<file path="config.mk">
export PLATFORM = sky130hd
export DESIGN_NAME = ppfifo_writer
export DESIGN_NICKNAME = d
export VERILOG_FILES = /design/src/rtl/ppfifo_pkg.sv /design/src/rtl/ppfifo_writer.sv
export SDC_FILE = /design/constraint.sdc
export NUM_CORES = 1
export LEC_CHECK = 0
export BUFFER_PORTS_ARGS = -buffer_cell sky130_fd_sc_hd__buf_4
export CORE_ASPECT_RATIO = 0.5
export CORE_MARGIN = 2
export CORE_UTILIZATION = 25
export DETAILED_ROUTE_END_ITERATION = 7
export GPL_TIMING_DRIVEN = 1
export PLACE_DENSITY_LB_ADDON = 0.12
export SLEW_MARGIN = 20
export SYNTH_ARGS = -nofsm -noshare
export SYNTH_HDL_FRONTEND = slang
export SYNTH_SLANG_ARGS = --single-unit
</file>
<file path="constraint.sdc">
create_clock -name clk -period 6.45 [get_ports clk]
set_input_delay 1.6125 -clock clk [delete_from_list [all_inputs] [get_ports clk]]
set_output_delay 1.6125 -clock clk [all_outputs]
set_load 0.02 [all_outputs]
</file>
<file path="src/rtl/ppfifo_pkg.sv">
// Shared definitions for the ping-pong FIFO write-side controller.
//   state_e      : controller FSM encoding (IDLE, ACTIVE, RELEASE)
//   COUNT_WIDTH  : default width of FIFO size/count values
//   HALF0/HALF1  : one-hot half-select values driven on write_activate
//   pick_half()  : choose which free half to claim
package ppfifo_pkg;

  localparam int COUNT_WIDTH = 24;

  localparam logic [1:0] HALF_NONE = 2'b00;
  localparam logic [1:0] HALF0     = 2'b01;
  localparam logic [1:0] HALF1     = 2'b10;

  typedef enum logic [1:0] {
    IDLE    = 2'd0,
    ACTIVE  = 2'd1,
    RELEASE = 2'd2
  } state_e;

  // A single free half is taken as-is. When both are free the preferred half
  // (the one opposite the last release) wins, so the halves alternate.
  function automatic logic [1:0] pick_half(input logic [1:0] ready,
                                           input logic       prefer_half1);
    logic [1:0] sel;
    sel = HALF_NONE;
    if (ready == HALF0) begin
      sel = HALF0;
    end else if (ready == HALF1) begin
      sel = HALF1;
    end else if (ready == 2'b11) begin
      sel = prefer_half1 ? HALF1 : HALF0;
    end
    return sel;
  endfunction

endpackage

</file>
<file path="src/rtl/ppfifo_writer.sv">
// Write-side controller for a ping-pong FIFO.
// Claims a free half, streams upstream words into it and releases it on
// half-full, end of packet, flush, or an input idle timeout.
//
// Ports:
//   clk, rst_n        write clock, asynchronous active-low reset
//   in_valid/in_ready upstream stream handshake; in_data, in_last payload
//   flush             release the current half if it holds data
//   write_ready       per-half available flags from the FIFO
//   write_activate    one-hot claimed half (00 = none)
//   write_fifo_size   capacity of each half in words
//   write_strobe      FIFO write enable, write_data its data (1-cycle latency)
//   busy              controller is not idle
//   last_count        word count of the most recently released half
//   dbg_state         current FSM state
//
// Handshake: a word moves when in_valid and in_ready are both high on a rising
// clk edge. in_ready depends only on state, never on in_valid, and the
// producer must hold in_data/in_last stable while in_valid waits for in_ready.
module ppfifo_writer
  import ppfifo_pkg::*;
#(
  parameter int DATA_WIDTH   = 8,
  parameter int COUNT_WIDTH  = 24,
  parameter int IDLE_TIMEOUT = 16
) (
  input  logic                   clk,
  input  logic                   rst_n,
  input  logic                   in_valid,
  output logic                   in_ready,
  input  logic [DATA_WIDTH-1:0]  in_data,
  input  logic                   in_last,
  input  logic                   flush,
  input  logic [1:0]             write_ready,
  output logic [1:0]             write_activate,
  input  logic [COUNT_WIDTH-1:0] write_fifo_size,
  output logic                   write_strobe,
  output logic [DATA_WIDTH-1:0]  write_data,
  output logic                   busy,
  output logic [COUNT_WIDTH-1:0] last_count,
  output logic [1:0]             dbg_state
);

  // The timer only needs to reach IDLE_TIMEOUT-1; it saturates at all-ones.
  localparam int TW = (IDLE_TIMEOUT > 1) ? $clog2(IDLE_TIMEOUT + 1) : 1;
  localparam logic [TW-1:0] TIMER_LAST = (IDLE_TIMEOUT > 0) ? TW'(IDLE_TIMEOUT - 1) : '0;
  localparam logic [TW-1:0] TIMER_MAX  = '1;

  state_e                 state_q, state_d;
  logic [1:0]             activate_q, activate_d;
  logic                   strobe_q, strobe_d;
  logic [DATA_WIDTH-1:0]  data_q, data_d;
  logic [COUNT_WIDTH-1:0] count_q, count_d;
  logic [TW-1:0]          timer_q, timer_d;
  logic [COUNT_WIDTH-1:0] last_count_q, last_count_d;
  // Holds the half to prefer next: set to "half 1" after half 0 is released.
  logic                   alt_q, alt_d;

  logic                   xfer;
  logic [COUNT_WIDTH-1:0] count_inc;
  logic                   timed_out;
  logic                   release_now;
  logic [1:0]             claim;

  assign xfer      = in_valid && (state_q == ACTIVE);
  assign count_inc = count_q + 1'b1;
  assign claim     = pick_half(write_ready, alt_q);

  // Timeout only fires on a partially filled half and never on a cycle that
  // moves a word, since a transfer restarts the idle window.
  assign timed_out = (IDLE_TIMEOUT != 0) && (count_q != '0) && !xfer &&
                     (timer_q == TIMER_LAST);

  // All release causes are OR-ed, so simultaneous causes give one release.
  assign release_now = (xfer && ((count_inc == write_fifo_size) || in_last)) ||
                       (flush && ((count_q != '0) || xfer)) ||
                       timed_out;

  always_comb begin
    state_d      = state_q;
    activate_d   = activate_q;
    strobe_d     = 1'b0;
    data_d       = data_q;
    count_d      = count_q;
    timer_d      = timer_q;
    last_count_d = last_count_q;
    alt_d        = alt_q;
    case (state_q)
      IDLE: begin
        if ((claim != HALF_NONE) && (write_fifo_size != '0)) begin
          activate_d = claim;
          count_d    = '0;
          timer_d    = '0;
          state_d    = ACTIVE;
        end
      end
      ACTIVE: begin
        if (xfer) begin
          data_d   = in_data;
          strobe_d = 1'b1;
          count_d  = count_inc;
          timer_d  = '0;
        end else if (timer_q != TIMER_MAX) begin
          timer_d = timer_q + 1'b1;
        end
        if (release_now) begin
          state_d = RELEASE;
        end
      end
      RELEASE: begin
        // The half stays claimed through this cycle so the registered final
        // strobe lands inside the claim window.
        last_count_d = count_q;
        activate_d   = HALF_NONE;
        alt_d        = activate_q[0];
        state_d      = IDLE;
      end
      default: begin
        state_d    = IDLE;
        activate_d = HALF_NONE;
      end
    endcase
  end

  always_ff @(posedge clk or negedge rst_n) begin
    if (!rst_n) begin
      state_q      <= IDLE;
      activate_q   <= HALF_NONE;
      strobe_q     <= 1'b0;
      data_q       <= '0;
      count_q      <= '0;
      timer_q      <= '0;
      last_count_q <= '0;
      alt_q        <= 1'b0;
    end else begin
      state_q      <= state_d;
      activate_q   <= activate_d;
      strobe_q     <= strobe_d;
      data_q       <= data_d;
      count_q      <= count_d;
      timer_q      <= timer_d;
      last_count_q <= last_count_d;
      alt_q        <= alt_d;
    end
  end

  assign in_ready       = (state_q == ACTIVE);
  assign busy           = (state_q != IDLE);
  assign write_activate = activate_q;
  assign write_strobe   = strobe_q;
  assign write_data     = data_q;
  assign last_count     = last_count_q;
  assign dbg_state      = state_q;

endmodule

</file>
==> results.md, run 1 <==
- Synth Register Bits: 67
- Cell taking the most area after synthesis: dfrtp_1
- Top-area cell type share of the netlist area: a little over two fifths
- Max-Slew Margin vs Limit: between 30% and 40%
- Worst vdd ir: about 0.12 mV
- Total Wirelength: between 10 and 15 mm
- Hold Vio Cnt, Final: 0
- Final Critical Period: between 3 and 4 ns
- Critical path type: input port to flop
- Sink Count: 67
- Asr flop ratio synth: between 90% and 100%
- Htree depth: 3
- Vias per inst: 4.79
- Drt drc: 0
- Gr ovfl total: 0
- Gr usage total: ~15%
- Worst skew pair latency: approximately 0.34 ns
- Leakage: between 2 and 2.5 nW
- Cell Area, Synth: around 0.0039 mm²
- Area of the core: between 0.015 and 0.02 mm²
- Cells after Synth: between 400 and 500
- Post-CTS Setup Bufs: 0
- Fin crit share: about three fifths
- RSZ-0062 raised after global routing: false
- Largest net degree at the start of global routing: 68
- Primary FF master, synth: dfrtp_1
- Outcome: complete, no violations
- Die X: 180 µm
- Number of nets in the layout: roughly 520
- Final Core Density: between 30 and 40%
- Height of the die: ~92 µm
- Synth-to-layout area growth: 27.1%
- Clock-pin transition on the worst setup and hold timing paths: 0.06 ns
- CTS root buffer: clkbuf_16
- Wire per inst: about 17 µm
- Fillers: approximately 1600
- PortBufs: 77
- Via count: 3297
- Most common cell after layout, fill and taps aside: buf_4
- Maximum clock path buffer count: 2
- Inserted Clock Buffers: 9
- Crit Path Max Fanout: 25
- Core Rows: 32
- Die ar.: approximately 0.016 mm²
- Reg area: roughly 0.0017 mm²
- Number of global-route vias before repair: approximately 3200
- DRT Pass-1 Iters: 4
- Worst Skew: a little over 0.007 ns
- Largest cells by area after synthesis: dfrtp_1 43%, mux2_2 6.7%, nand2_1 5.7%
- Most frequent cells in the layout: 79 x buf_4, 67 x dfrtp_1, 59 x nand2_1
- PostCTS Resize Cnt: 0
- First-pass GRT wire length: between 15 and 20 mm
- 1st-iter DRT viols: about 190
- Post-route ant nets: 0
- Layout cells sized above 1: 26.9%
- Area share of fa/ha/maj cells after synthesis: between 1.5 and 2%
- Fmax: about 270 MHz
- Yosys Warn Count: 0
- Area occupied by multi-input gates: between 0.002 and 0.0025 mm²
- Gpl congestion: 0.789
- CTS tree: done
- Max_cap viols: 0
- Pwr/cell area: between 300 and 400 mW/mm²
- Detailed placer's ending HPWL: roughly 8.3 mm
- Min-delay worst type: flop to flop
- Largest family of logic cells by synthesized area: simple AND/OR/NAND/NOR gates
- N_diodes: 0
- Sequential element share of the synthesized area: between 40 and 50%
- Simple-gate area share of the yosys netlist: 22.0%
- Met3 Usage GRT: ~3.8%
- Initial Util: between 20% and 30%
- Syn Nets: 458
- Yosys cell types: 54
- CP Launch Type: input port
- Setup TNS: 0 ns
- CP required: 6.70 ns
- I/O pins: between 70 and 80
- # setup viols final: 0
- CP arrival: 4.00 ns
- Post-CTS Hold Buffers: 0
- XOR/XNOR share of the synthesized area: under 10%
- Least-Margin Pin Slew: between 1 and 1.5 ns
- Compound-Gate Fraction of Synth Area: between 10% and 20%
- Antenna violations before repair: 0
- M2 GR Usage: between 20% and 30%
- EDFF count, synth: 0
- GR Util met1: ~22%
- Max Slew Vio Count: 0
- Critical path endpoint category: flop
- Mean Syn Cell Area: between 9 and 10 µm²
- Busiest grt layer: met1
- Mux contribution to synthesized area: roughly 7.0%
[per-stage QoR]
| stage | instance area (µm²) | setup WS (ns) | hold WS (ns) | cells | power [mW] |
|---|---|---|---|---|---|
| floorplan | 3850 | 3.35 | 0.497 | 414 | 0.812 |
| global placement | 4570 | 2.35 | 0.461 | 672 | 1.01 |
| detailed placement | 4570 | 2.29 | 0.464 | 672 | 1.01 |
| CTS | 4900 | 2.62 | 0.481 | 688 | 1.56 |
| global route | 4900 | 2.42 | 0.504 | 688 | 1.63 |
| finish | 4900 | 2.69 | 0.475 | 688 | 1.54 |
[registers in the layout, summed over array words and instances (netlist names)]
signal	count
count_q	24
last_count	24
write_data	8
timer_q	5
dbg_state	2
write_activate	2
alt_q	1
write_strobe	1
[cells by family after synthesis]
family / count (synthesis)
flops: 67
simple gates: 161
fa+ha+maj: 5
mux: 24
xor+xnor: 36
compound gates: 86
buf+inv: 35
[worst max-delay path, cell delays in order]
cell and delay (ns):
buf_4 0.11, nor4_1 0.48, nand4_1 0.26, o22ai_1 0.28, nor2_1 0.14, nor2_2 0.78
o21ai_0 0.22, o31ai_1 0.10
[routing by layer]
layer / share of wire [%] / wire [µm]
met5: 0 / 0
met4: 0.85 / 99
met3: 3.8 / 448
met2: 42 / 4900
met1: 53 / 6240
[path summary, 6_finish.rpt]
| check | end | from | cells past startpoint | slack [ns] |
|---|---|---|---|---|
| setup / recovery | count_q[9]$_DFFE_PN0P_ | write_fifo_size[12] | 8 | 2.69 |
| hold / removal | write_data[7]$_DFFE_PN0P_ | write_data[7]$_DFFE_PN0P_ | 2 | 0.47 |
| setup reg to reg | dbg_state[0]$_DFFE_PN0P_ | count_q[0]$_DFFE_PN0P_ | 8 | 3.24 |
| hold reg to reg | write_data[7]$_DFFE_PN0P_ | write_data[7]$_DFFE_PN0P_ | 2 | 0.47 |
| max in group asynchronous | timer_q[2]$_DFFE_PN0P_ | rst_n | 1 | 4.45 |
| min in group asynchronous | last_count[12]$_DFFE_PN0N_ | rst_n | 1 | 1.41 |
[power by group]
part	total, mW	internal, mW	leakage (nW)	switching [mW]
Sequential	0.531	0.477	0.915	0.0544
Clock	0.546	0.341	0.152	0.205
Combinational	0.460	0.172	1.18	0.288
Total	1.54	0.990	2.25	0.547
[layout make-up]
type / instances / share of cell area (%)
Clock inverter: 7 / 2.07
Inverter: 10 / 0.766
Tap cell: 204 / 5.21
Sequential cell: 67 / 34.2
Clock buffer: 9 / 4.60
Timing Repair Buffer: 79 / 12.1
Multi-Input combinational cell: 312 / 41.1
[synth_stat cells (all sizes together) (2+ instances only)]
cell type,n
a21oi,9
a31oi,7
and2,4
and3,6
and4,5
buf,6
clkbuf,19
dfrtp,67
ha,5
inv,10
mux2,23
nand2,59
nand3,14
nand4,11
nor2,26
nor3,9
nor3b,2
nor4,16
o2111ai,3
o21ai,44
o22ai,3
o31ai,8
o41ai,2
or3,4
xnor2,20
xor2,16
Note: power is estimated with default switching activity, not from simulation.
==> inputs of run 2 (changes only) <==
==> constraint.sdc (replaced) <==
create_clock -name clk -period 3.1 [get_ports clk]
set_input_delay 0.775 -clock clk [delete_from_list [all_inputs] [get_ports clk]]
set_output_delay 0.775 -clock clk [all_outputs]
set_load 0.02 [all_outputs]
==> run 2 against run 1 <==
Compared with the run above: via count rose by 1.9%; combinational power rose by 120%; flip-flop and latch count did not move; critical endpoint is now dbg_state[0]$_DFFE_PN0P_; highest routed layer unchanged.
==> results.md, run 2 (synthesis results as in run 1) <==
- Outcome: complete, no violations
- Final Critical Period: slightly below 3 ns
- CP Launch Type: flop
- Die X: 180 µm
- Via count: 3358
- Min-delay worst type: flop to flop
- Max Slew Vio Count: 0
- Post-route ant nets: 0
- N_diodes: 0
- R2R cell count: 8
- Worst vdd ir: between 0.2 and 0.25 mV
- Inserted Clock Buffers: 9
- I/O pins: 78
- Max-Slew Margin vs Limit: a little under 40%
- Family with the most delay on the worst path: simple AND/OR/NAND/NOR gates
- Fin crit share: between 90% and 100%
- Layout cells sized above 1: between 20% and 30%
- Critical path endpoint category: flop
- Worst skew pair latency: between 0.3 and 0.4 ns
- Hold path endpoint: write_data[4]$_DFFE_PN0P_
- Hold path start: write_data[4]$_DFFE_PN0P_
- Height of the die: about 90 µm
- DRT Pass-1 Iters: 4
- R2r startpoint: count_q[1]$_DFFE_PN0P_
- Final Core Density: approximately 33%
- Worst Skew: roughly 0.0064 ns
- Max_cap viols: 0
- 1st-iter DRT viols: approximately 170
- End of the worst register-to-register path: dbg_state[0]$_DFFE_PN0P_
- PostCTS Resize Cnt: 0
- Post-CTS Setup Bufs: 0
- Area of the core: around 0.015 mm²
- Critical path type: flop to flop
- Least-Margin Pin Slew: 0.903 ns
- Crit Path Max Fanout: 10
- CTS root buffer: clkbuf_16
- RSZ-0062 raised after global routing: false
- Gpl congestion: 0.796
- Number of nets in the layout: between 500 and 600
- Crit-path cells: ha_1, nand3_2, or3_4, or3_1, a32o_1, nor4_1, a31oi_1, or2_1
- Die ar.: 0.0165 mm²
- Most frequent cells in the layout: 94 x buf_4, 67 x dfrtp_1, 59 x nand2_1
- Synth-to-layout area growth: 31.2%
- Initial Util: about 25%
- Gr usage total: roughly 15%
- Fmax: approximately 340 MHz
- Hold Vio Cnt, Final: 0
- Gr ovfl total: 0
- Reg area: 0.00168 mm²
- Largest net degree at the start of global routing: around 70
- Drt drc: 0
- Setup TNS: 0 ns
- Detailed placer's ending HPWL: 8.45 mm
- Crit path largest cell delay: ~0.52 ns
- Core Rows: 32
- Most common cell after layout, fill and taps aside: buf_4
- Clock-pin transition on the worst setup and hold timing paths: approximately 0.060 ns
- Crit path max-delay cell type: dfrtp_1
- # setup viols final: 0
- Total Wirelength: ~12 mm
- Number of global-route vias before repair: 3330
- Worst hold path stage count: 2
- Wire per inst: 16.6 µm
- Pwr/cell area: 654 mW/mm²
- CP required: 3.31 ns
- Maximum clock path buffer count: 2
- First-pass GRT wire length: roughly 19 mm
- Htree depth: 3
- Fillers: ~1600
- Antenna violations before repair: 0
- PortBufs: 77
- Post-CTS Hold Buffers: 0
- Leakage: between 2 and 2.5 nW
- FF-to-FF setup slack: around 0.19 ns
- Sink Count: between 60 and 70
- WP buf/inv: 0
- Vias per inst: ~4.8
- Area occupied by multi-input gates: 0.00201 mm²
- CTS tree: done
- CP arrival: between 3 and 4 ns
## run 2: cell types whose count changed in the layout (fill, tap and decap cells not counted), sizes merged
cell,change
clkinv,+1
buf,+16
inv,-1
clkinvlp,-2
clkbuf,+1
bufinv,+1
## run 2: metal layers
layer	track usage, %	part of all wire [%]	vias up
met5	0	0	-
met4	3.32	0.73	0
met2	22.3	43	91
met1	20.9	51	1611
met3	3.57	5.8	4
li1	-	-	1652
## run 2: final cells by class
type	count	share of cell area, %
clock buffers	10	4.73
clock inverters	6	2.23
inverters	10	0.742
multi-input cells	312	39.7
flip-flops and latches	67	33.2
well taps	204	5.05
repair buffers	95	14.4
## run 2: through the flow
step	setup WS [ns]	hold WS [ns]	cells	total power [mW]	cell area (µm²)
finish	0.188	0.475	704	3.31	5060
global route	0.0239	0.508	704	3.52	5060
CTS	0.197	0.482	704	3.37	5060
detailed placement	0.199	0.467	688	2.14	4700
global placement	0.154	0.464	688	2.15	4700
floorplan	0.628	0.479	414	1.69	3850
## run 2: worst max path at each step
stage / start / endpoint / slack, ns / depth (start not counted)
floorplan: count_q[0]$_DFFE_PN0P_ / dbg_state[0]$_DFFE_PN0P_ / 0.63 / 8
global placement: count_q[1]$_DFFE_PN0P_ / dbg_state[0]$_DFFE_PN0P_ / 0.15 / 8
detailed placement: count_q[1]$_DFFE_PN0P_ / dbg_state[0]$_DFFE_PN0P_ / 0.20 / 8
CTS: count_q[1]$_DFFE_PN0P_ / dbg_state[0]$_DFFE_PN0P_ / 0.20 / 8
global route: count_q[1]$_DFFE_PN0P_ / dbg_state[0]$_DFFE_PN0P_ / 0.02 / 8
finish: count_q[1]$_DFFE_PN0P_ / dbg_state[0]$_DFFE_PN0P_ / 0.19 / 8
## run 2: worst reg2reg max path, stage by stage, from the launching register on
cell and delay, ns:
dfrtp_1 0.52, ha_1 0.36, nand3_2 0.12, or3_4 0.40, or3_1 0.38, a32o_1 0.27
nor4_1 0.31, a31oi_1 0.20, or2_1 0.24
## run 2: report_power, final
part	switching (mW)	internal [mW]	leakage, nW
combinational	0.613	0.398	1.26
sequential	0.105	0.992	0.915
clock	0.390	0.809	0.173
total	1.11	2.20	2.35
==> inputs of run 3 (changes only) <==
--- a/config.mk
+++ b/config.mk
@@ -12,6 +12,7 @@
 export DETAILED_ROUTE_END_ITERATION = 7
 export GPL_TIMING_DRIVEN = 1
 export PLACE_DENSITY_LB_ADDON = 0.12
+export SETUP_SLACK_MARGIN = 0.5
 export SLEW_MARGIN = 20
 export SYNTH_ARGS = -nofsm -noshare
 export SYNTH_HDL_FRONTEND = slang
==> run 3 against run 2 <==
Compared with the run above: worst hold slack got worse by 0.00072 ns; critical endpoint unchanged; highest routed layer unchanged; largest power group unchanged; critical path type unchanged; power increased by 1.9%; via count is 0.30% higher; largest cell class unchanged.
==> results.md, run 3 (synthesis results as in run 1) <==
- Gr usage total: between 10% and 20%
- Initial Util: between 20 and 30%
- 1st-iter DRT viols: approximately 170
- Post-route ant nets: 0
- Htree depth: 3
- Fin crit share: between 80 and 90%
- Max_cap viols: 0
- Pwr Total: approximately 3.4 mW
- Final Critical Period: around 2.6 ns
- Setup TNS: 0 ns
- CP required: between 3 and 4 ns
- CP arrival: about 2.8 ns
- Maximum clock path buffer count: 2
- Worst hold path stage count: 2
- Post-CTS Hold Buffers: 0
- First-pass GRT wire length: roughly 19 mm
- CTS tree: done
- Fillers: ~1600
- CTS root buffer: clkbuf_16
- Total Wirelength: roughly 12 mm
- Height of the die: just over 90 µm
- Hold Vio Cnt, Final: 0
- Gpl congestion: 0.796
- # setup viols final: 0
- Pwr/cell area: about 650 mW/mm²
- Outcome: complete, no violations
- Clock-pin transition on the worst setup and hold timing paths: approximately 0.06 ns
- Most frequent cells in the layout: 102 x buf_4, 59 x nand2_1, 59 x dfrtp_1
- Detailed placer's ending HPWL: ~8.5 mm
- Die X: 180 µm
- Die ar.: roughly 0.016 mm²
- Area of the core: approximately 0.015 mm²
- Number of global-route vias before repair: between 3000 and 4000
- Sink Count: between 60 and 70
- Fmax: 390 MHz
- I/O pins: 78
- Via count: 3368
- Wire per inst: ~17 µm
- Worst Skew: slightly above 0.007 ns
- Layout cells sized above 1: around a third
- Dpl cells: between 600 and 700
- Max Slew Vio Count: 0
- Post-route insts no fill: 714
- PortBufs: between 70 and 80
- Most common cell after layout, fill and taps aside: buf_4
- Vias per inst: between 4 and 5
- Antenna violations before repair: 0
- CP Launch Type: flop
- DRT Pass-1 Iters: 4
- Crit Path Max Fanout: 6
- Synth-to-layout area growth: 34.5%
- Inserted Clock Buffers: 9
- Worst vdd ir: approximately 0.22 mV
- Critical path type: flop to flop
- RSZ-0062 raised after global routing: true
- Drt drc: 0
- Min-delay worst type: flop to flop
- Worst skew pair latency: roughly 0.33 ns
- Critical path endpoint category: flop
- Max-Slew Margin vs Limit: 39.4%
- Least-Margin Pin Slew: slightly above 0.9 ns
- N_diodes: 0
- Number of nets in the layout: around 550
- Gr ovfl total: 0
- R2R cell count: 8
- Leakage: ~2.4 nW
- Core Rows: 32
- Largest net degree at the start of global routing: 68
## run 3: changes by cell type in the layout (fill, tap and decap cells not counted), moves of 2 or more
cell | previous run | this run
buf_4 | 94 | 102
buf_6 | 0 | 2
nor4_2 | 0 | 2
dfrtp_2 | 0 | 8
nor4_1 | 15 | 13
dfrtp_1 | 67 | 59
## run 3: worst paths after layout
path                                      startpoint                          to  slack [ns]
min in group asynchronous                      rst_n  last_count[12]$_DFFE_PN0N_        0.58
max reg2reg                   count_q[0]$_DFFE_PN0P_    dbg_state[0]$_DFFE_PN0P_        0.54
max                           count_q[0]$_DFFE_PN0P_    dbg_state[0]$_DFFE_PN0P_        0.54
max in group asynchronous                      rst_n      count_q[0]$_DFFE_PN0P_        1.87
min                        write_data[4]$_DFFE_PN0P_   write_data[4]$_DFFE_PN0P_        0.47
min reg2reg                write_data[4]$_DFFE_PN0P_   write_data[4]$_DFFE_PN0P_        0.47
## run 3: layer usage
| layer | track usage (%) | routed length (µm) | vias up |
|---|---|---|---|
| li1 | - | - | 1674 |
| met1 | 21.5 | 6200 | 1618 |
| met2 | 22.5 | 5100 | 70 |
| met3 | 3.38 | 519 | 6 |
| met4 | 3.66 | 119 | 0 |
| met5 | 0 | 0 | - |
## run 3: layout make-up
cell class              instances  area, µm²  area share (%)
repair buffers                105        808            15.6
multi-input cells             312       2050            39.5
inverters                      10       37.5           0.724
well taps                     204        255            4.92
flip-flops and latches         67       1690            32.5
clock buffers                  10        239            4.61
clock inverters                 6        113            2.17
## run 3: power by group
part / switching (mW) / internal (mW)
combinational: 0.642 / 0.437
clock: 0.392 / 0.809
sequential: 0.0955 / 0.995
total: 1.13 / 2.24
## run 3: timing repair
item	4_1_cts	5_1_grt
pin swaps	1	4
setup buffers	8	2
setup endpoints to repair	2	12
resized for setup	9	7
## run 3: worst max-delay path, stage by stage (launching register included)
cell and delay, ns:
dfrtp_2 0.42, ha_4 0.19, nand3_2 0.09, or3_4 0.40, or3_1 0.39, a32o_1 0.29, nor4_2 0.28, a31oi_2 0.17
or2_1 0.23
## run 3: per-stage QoR
stage	hold WS, ns	setup WS, ns	cell area (µm²)	utilization, %
finish	0.474	0.538	5180	34.0
detailed placement	0.467	0.199	4700	30.8
global placement	0.464	0.154	4700	30.8
global route	0.508	0.448	5180	34.0
floorplan	0.479	0.628	3850	-
CTS	0.482	0.519	5140	33.7
